$ cat src/rtl/dec_scan.sv
// dec_scan: registered one-hot decoder with manual select and prescaled auto-scan.
// Optional anti-ghosting blanking when DEC_SCAN_BLANK_EN is defined.
module dec_scan #(
  parameter int N        = 2,
  parameter int PRESCALE = 4
) (
  input  logic           clk,
  input  logic           rst_n,
  input  logic           en,
  input  logic           mode,
  input  logic [N-1:0]   a,
  output logic [0:2**N-1] s,
  output logic [N-1:0]   idx,
  output logic           wrap
);

  localparam int M  = 2**N;
  localparam int PW = (PRESCALE > 1) ? $clog2(PRESCALE) : 1;
  localparam logic [PW-1:0] PMAX = PW'(PRESCALE - 1);
  localparam logic [N-1:0]  IMAX = {N{1'b1}};

  logic [0:M-1]  s_q, s_d;
  logic [N-1:0]  idx_q, idx_d;
  logic          wrap_q, wrap_d;
  logic [PW-1:0] pre_q, pre_d;
  logic          mode_q;

  logic          mode_chg;
  logic [PW-1:0] pre_cur;
  logic          step;

  function automatic logic [0:M-1] onehot(input logic [N-1:0] v);
    logic [0:M-1] o;
    o    = '0;
    o[v] = 1'b1;
    return o;
  endfunction

  // a mode change restarts the count, and that edge counts as prescaler 0
  assign mode_chg = mode ^ mode_q;
  assign pre_cur  = mode_chg ? '0 : pre_q;
  assign step     = (pre_cur == PMAX);

  always_comb begin
    s_d    = s_q;
    idx_d  = idx_q;
    wrap_d = 1'b0;
    pre_d  = pre_q;
    unique case (1'b1)
      !en: begin
        s_d   = '0;
        pre_d = pre_cur;
      end
      en && !mode: begin
        idx_d = a;
        s_d   = onehot(a);
        pre_d = '0;
      end
      en && mode: begin
        if (step) begin
          idx_d  = idx_q + N'(1);
          pre_d  = '0;
          wrap_d = (idx_q == IMAX);
        end else begin
          pre_d  = pre_cur + PW'(1);
        end
        s_d = onehot(idx_d);
`ifdef DEC_SCAN_BLANK_EN
        if (step) s_d = '0;
`else
`endif
      end
      default: begin
        s_d = '0;
      end
    endcase
  end

  always_ff @(posedge clk or negedge rst_n) begin
    if (!rst_n) begin
      s_q    <= '0;
      idx_q  <= '0;
      wrap_q <= 1'b0;
      pre_q  <= '0;
      mode_q <= 1'b0;
    end else begin
      s_q    <= s_d;
      idx_q  <= idx_d;
      wrap_q <= wrap_d;
      pre_q  <= pre_d;
      mode_q <= mode;
    end
  end

  assign s    = s_q;
  assign idx  = idx_q;
  assign wrap = wrap_q;

endmodule

$ cat config.mk
export PLATFORM = sky130hd
export DESIGN_NAME = dec_scan
export DESIGN_NICKNAME = d
export VERILOG_FILES = /design/src/rtl/dec_scan.sv
export SDC_FILE = /design/constraint.sdc
export NUM_CORES = 1
export LEC_CHECK = 0
export BUFFER_PORTS_ARGS = -buffer_cell sky130_fd_sc_hd__buf_2
export CAP_MARGIN = 20
export CORE_AREA = 3 3 40 42
export DETAILED_ROUTE_END_ITERATION = 10
export DIE_AREA = 0 0 43 45
export PLACE_DENSITY_LB_ADDON = 0.08
export SLEW_MARGIN = 10
export SYNTH_ARGS = -nofsm -noshare
export SYNTH_HDL_FRONTEND = slang
export SYNTH_SLANG_ARGS = --single-unit
$ cat constraint.sdc
create_clock -name clk -period 1.3 [get_ports clk]
set_clock_uncertainty 0.1 [all_clocks]
set_input_delay 0.195 -clock clk [delete_from_list [all_inputs] [get_ports clk]]
set_output_delay 0.195 -clock clk [all_outputs]
set_load 0.03 [all_outputs]
==> out/metrics.yaml, run 1 <==
layout-drive-gt1-share_pct: 40.00
finalWirelength_microns: 1412
yosysSeqAreaShare_pct: 43.48
grt_usage_pct: 17.35
period_share_pct: 107.8
crit_chain: "xnor2_1 -> and3_1 -> buf_6 -> mux2_4 -> o2bb2ai_2"
grt_max_degree: 11
tightest_slew_ns: 0.2470
area_growth_pct: 38.48
die_w_microns: 43
htreeDepth: 1
drv_slew: 0
synthDistinctLibCells: 24
hold_viol_final: 0
postSynthCellCount: 60
cp_max_fo: 6
crit_path_end: "s[2]"
setup_slack_ns: -0.1013
critical_path.top_delay_family: "flip-flops"
setup_viol: 6
fmax_mhz: 713.6
startpoint_type: "register"
pre_cts_ws_ns: -0.1061
grt_pass1_vias: 509
cp_slowest_stage_delay_ns: 0.39
maxCapViolations: 0
dieArea_sq_um: 1935
syn_area_sq_um: 575.6
cp_num_buf_inv: 1
powerDensity_nw_per_um2: 1158
cpMaxStageDelayCell: "dfrtp_1"
coreArea_sq_um: 1285
reg2regPathDepth: 5
status: "complete, but fails checks"
avgSynthCellArea_sq_um: 9.593
syn-num-nets: 67
grt_overflow: 0
power_w: 0.0009227
rsz0062_at_grt: "yes"
yosysWarnings: 0
numPortBuffers: 12
cts_max_path_buffers: 2
cts_tree: "done"
dr.first_iter.drc_count: 10
r2r_end: "s[2]"
crit_path_start: "mode_q"
grt_pass1_wl_microns: 2366
cp.arrival_ns: 1.51
wl_per_cell_microns: 14.12
drc: 0
num-nets-final: 93
via_per_inst: 5.170
path_depth: 5
antenna_cells: 0
hold_path.class: "input port to register"
ant_nets: 0
num_io_pins: 13
gp_congestion: 0.8070
antenna_found_initial: 0
fin_crit_ns: 1.401
failed_checks: "setup timing"
clk_latency_ns: 0.27
crit_required_ns: 1.41
dieHeight_microns: 45
ir_drop_mv: 0.5360
leakage_nw: 0.3790
rr_startpoint: "mode_q"
cts_made_buffers: 3
cts_sinks: 10
drt_first_pass_iters: 4
synth-seq-cells: 10
reg2reg_slack_ns: -0.10
max-slew-margin-rel_pct: 83.50
clk_pin_slew_worst_paths_ns: 0.07
num_rows: 13
initial_core_util_pct: 44.79
cts_root_buf: "clkbuf_4"
critPathKind: "register to register"
critPathCaptureType: "register"
vias: 517
hpwl_microns: 1018
## cell usage in the layout (no fill, tap or decap), types with 2 or more instances in the layout
cell type  Yosys  final
clkbuf_4       0      3
dfrtp_2        0      2
nand2_1        9      9
buf_4          0      9
mux2i_1        6      6
buf_2          0     10
o21ai_0        2      2
nor2b_1        2      2
o22ai_1        3      3
nand2b_1       4      4
dfrtp_1       10      8
nor2_1         4      4
buf_6          1      5
nor3_1         2      2
a21oi_1        3      3
## layer usage
metal,track usage [%],share of wire (%),vias up
met5,0,0,-
met3,4.382,4.7,4
li1,-,-,259
met1,20.95,46,241
met2,27.84,47,13
met4,10.84,2.4,0
## per-stage QoR
stage          cells  hold slack [ns]  TNS (ns)  utilization (%)  area (sq um)
2_1_floorplan     60          -0.2006   -0.1513                -         591.8
3_3_place_gp      93         -0.03199   -0.2098            56.18         721.9
3_5_place_dp      93         -0.03046   -0.3369            56.18         721.9
4_1_cts           99          0.05733   -0.2557            61.44         789.5
5_1_grt          100          0.05812   -0.6338            62.03         797.0
6_report         100          0.05598   -0.2929            62.03         797.0
## power by group
group	internal (W)	switching [W]	leakage, nW	total (W)
combinational	0.000160	0.000170	0.237	0.000330
clock	0.000119	0.000115	0.0150	0.000234
sequential	0.000338	0.0000199	0.127	0.000358
total	0.000617	0.000305	0.379	0.000923
## state kept, by name, summed over array words and instances, names as in the netlist
register	flops
s	4
idx	2
pre_q	2
mode_q	1
wrap	1
## repair_timing
action | CTS | global route
endpoints found under the hold margin | 10 | 0
hold buffers | 1 | 0
pin swaps | 2 | 1
buffers inserted | 1 | 1
gates resized for setup | 7 | 0
setup endpoints to repair | 8 | 8
## cell families (layout without fill, tap and decap cells)
| family | count (synthesis) | in the layout | share of synthesized area [%] |
|---|---|---|---|
| multiplexers | 7 | 7 | 13.04 |
| AND/OR/NAND/NOR | 24 | 24 | 20.65 |
| adder cells (fa/ha/maj) | 1 | 1 | 2.174 |
| AO/OA/AOI/OAI | 12 | 12 | 14.57 |
| XOR/XNOR | 1 | 1 | 1.522 |
| buffers and inverters | 5 | 30 | 4.564 |
| flip-flops | 10 | 10 | 43.48 |
## worst min path at each step
stage	start	slack, ns	cells after the start	endpoint
CTS	a[0]	0.06	2	s[0]
global placement	rst_n	-0.03	1	wrap
detailed placement	rst_n	-0.03	1	pre_q[1]
floorplan	rst_n	-0.20	0	idx[0]
finish	a[0]	0.06	2	s[0]
global route	a[0]	0.06	2	s[0]
## area by class of cell
type                    instances  area, sq um
fillers                       112        488.0
multi-input cells              45        311.5
flip-flops and latches         10        252.7
repair buffers                 25        183.9
clock buffers                   4        26.28
well taps                      15        18.77
inverters                       1        3.754
## cells in the mapped netlist, drive strengths merged
| cell type | n | share of area [%] |
|---|---|---|
| dfrtp | 10 | 43 |
| nand2 | 9 | 5.9 |
| mux2i | 6 | 10 |
| nand2b | 4 | 4.3 |
| nor2 | 4 | 2.6 |
| a21oi | 3 | 2.6 |
| o22ai | 3 | 3.3 |
| and3 | 2 | 2.4 |
| buf | 2 | 2.6 |
| clkbuf | 2 | 1.3 |
| nor2b | 2 | 2.2 |
| nor3 | 2 | 1.7 |
| o21ai | 2 | 1.7 |
| a21o | 1 | 1.3 |
| a32o | 1 | 1.7 |
| ha | 1 | 2.2 |
| inv | 1 | 0.65 |
| mux2 | 1 | 2.6 |
| o2bb2ai | 1 | 2.6 |
| o31ai | 1 | 1.3 |
| or3b | 1 | 1.5 |
| xnor2 | 1 | 1.5 |
(Power assumes the default switching activity.)
==> run 2: changes to the inputs <==
REMOVE_ABC_BUFFERS = 1   (was default)
SKIP_CTS_REPAIR_TIMING = 1   (was default)
==> run 2 against run 1 <==
Compared with the run above: the flow still finishes with violations (setup timing); worst setup slack better by 0.015 ns; critical path type unchanged; hold slack gained 0.026 ns; first-iteration DRC count down 30%; maximum frequency grew 1.1%; global-route usage shrank 4.1 points; combinational power barely moved; highest routed layer is now met3; count of clock-buffer cells in the layout shrank 1; clock power shrank 13%; routed wire length shrank 11%.
==> out/metrics.yaml, run 2 (synthesized netlist as in run 1, its figures left out) <==
status: "complete, but fails checks"
failed_checks: "setup timing"
hold_viol_final: 0  # unchanged
startpoint_type: "register"
cpMaxStageDelayCell: "dfrtp_1"
grt_overflow: 0  # unchanged
drt_first_pass_iters: 4  # unchanged
powerDensity_nw_per_um2: 1114  # -3.8%
grt_pass1_vias: 437  # -14%
cp_slowest_stage_delay_ns: 0.38  # about the same
post-route-cell-area_sq_um: 795.8  # -0.16%
htreeDepth: 1  # unchanged
setup_slack_ns: -0.08599  # +0.01531 ns
cts_made_buffers: 3  # unchanged
power_w: 0.0008862  # -4.0%
dieArea_sq_um: 1935  # unchanged
clk_pin_slew_worst_paths_ns: 0.06  # about the same
finalWirelength_microns: 1254  # -11%
ir_drop_mv: 0.5193  # -3.1%
drv_slew: 0  # unchanged
num_rows: 13  # unchanged
initial_core_util_pct: 44.79  # unchanged
hold_path.class: "input port to register"
antenna_found_initial: 0  # unchanged
crit_chain: "xnor2_1 -> and3_1 -> buf_6 -> mux2_4 -> o2bb2ai_2"
nFillCells: 108  # -3.6%
final_cell_mix: "buf_2, dfrtp_1, nand2_1, buf_4, mux2i_1"
drc: 0  # unchanged
numPortBuffers: 12  # unchanged
fin_util_pct: 61.93  # -0.097 points
antenna_cells: 0  # unchanged
crit_required_ns: 1.39  # -0.02 ns
wl_per_cell_microns: 12.54  # -11%
max-slew-margin-rel_pct: 83.87  # +0.37 points
ant_nets: 0  # unchanged
num-nets-final: 94  # +1.1%
die_w_microns: 43  # unchanged
dpl-instance-area_sq_um: 706.9  # -2.1%
dieHeight_microns: 45  # unchanged
via_per_inst: 5.020  # -2.9%
cts_tree: "done"
dr.first_iter.drc_count: 7  # -3
critPathCaptureType: "register"
layout-drive-gt1-share_pct: 38.82  # -1.2 points
tightest_slew_ns: 0.2414  # -0.005569 ns
fmax_mhz: 721.5  # +1.1%
grt_usage_pct: 13.30  # -4.1 points
whs_ns: 0.08234  # +0.02636 ns
grt_max_degree: 13  # +2
gp_congestion: 0.8386  # +3.9%
cp.arrival_ns: 1.47  # -0.04 ns
critPathKind: "register to register"
vias: 502  # -2.9%
largest_reg_flops: 4  # unchanged
cts_max_path_buffers: 2  # unchanged
area_growth_pct: 38.26
hpwl_microns: 945.8  # -7.0%
layout_commonest_cell: "buf_2"
coreArea_sq_um: 1285  # unchanged
grt_pass1_wl_microns: 1876  # -21%
maxCapViolations: 0  # unchanged
fin_setup_tns_ns: -0.1931  # +0.09986 ns
cp_max_fo: 6  # unchanged
num_io_pins: 13  # unchanged
fin_crit_ns: 1.386  # -0.01531 ns
period_share_pct: 106.6  # -1.2 points
cts_root_buf: "clkbuf_4"
clk_latency_ns: 0.25  # -0.02 ns
rsz0062_at_grt: "yes"
setup_viol: 5  # -1
cts_sinks: 10  # unchanged
leakage_nw: 0.3833  # +1.1%
-- run 2: cell count changes in the layout (fill, tap and decap cells not counted), sizes merged --
cell,before,now
buf,24,25
clkbuf,4,3
-- run 2: final cells by class --
cell class,count,area [sq um],share of cell area [%]
clock buffer,3,22.52,2.830
timing repair buffer,26,188.9,23.74
sequential,10,250.2,31.45
tap,15,18.77,2.358
inverter,1,3.754,0.4717
multi-input combinational,45,311.5,39.15
-- run 2: final timing paths --
kind	startpoint	to	slack [ns]	depth (start not counted)
hold / removal	a[0]	s[0]	0.08	2
setup / recovery	mode_q	s[2]	-0.09	5
setup reg to reg	mode_q	s[2]	-0.09	5
min in group asynchronous	rst_n	s[0]	0.23	2
hold reg to reg	pre_q[1]	pre_q[1]	0.42	1
max in group asynchronous	rst_n	mode_q	0.68	2
-- run 2: stage by stage --
stage | std cells | setup WS (ns)
after floorplan | 56 | -0.2905
after global placement | 93 | -0.1192
after detailed placement | 93 | -0.1319
after CTS | 96 | -0.1490
after global routing | 100 | -0.1504
final | 100 | -0.08599
-- run 2: report_power, final --
| part | internal (W) | switching, W | total [W] |
|---|---|---|---|
| Combinational | 0.000164 | 0.000164 | 0.000328 |
| Sequential | 0.000336 | 0.0000194 | 0.000356 |
| Clock | 0.000107 | 0.0000962 | 0.000203 |
-- run 2: critical path: cells and delay by family (launching register included) --
kind	cells	cell delay, ns
and+or+nand+nor	1	0.18
DFF	1	0.38
muxes	1	0.30
xor gates and xnor gates	1	0.12
buffers and inverters	1	0.14
AOI/OAI and AO/OA	1	0.10
-- run 2: layer usage --
layer	vias up	track usage (%)	part of all wire [%]
met5	-	0	0
met3	0	3.984	6.5
met2	13	20.66	45
li1	261	-	-
met1	228	16.67	48
met4	0	7.229	0
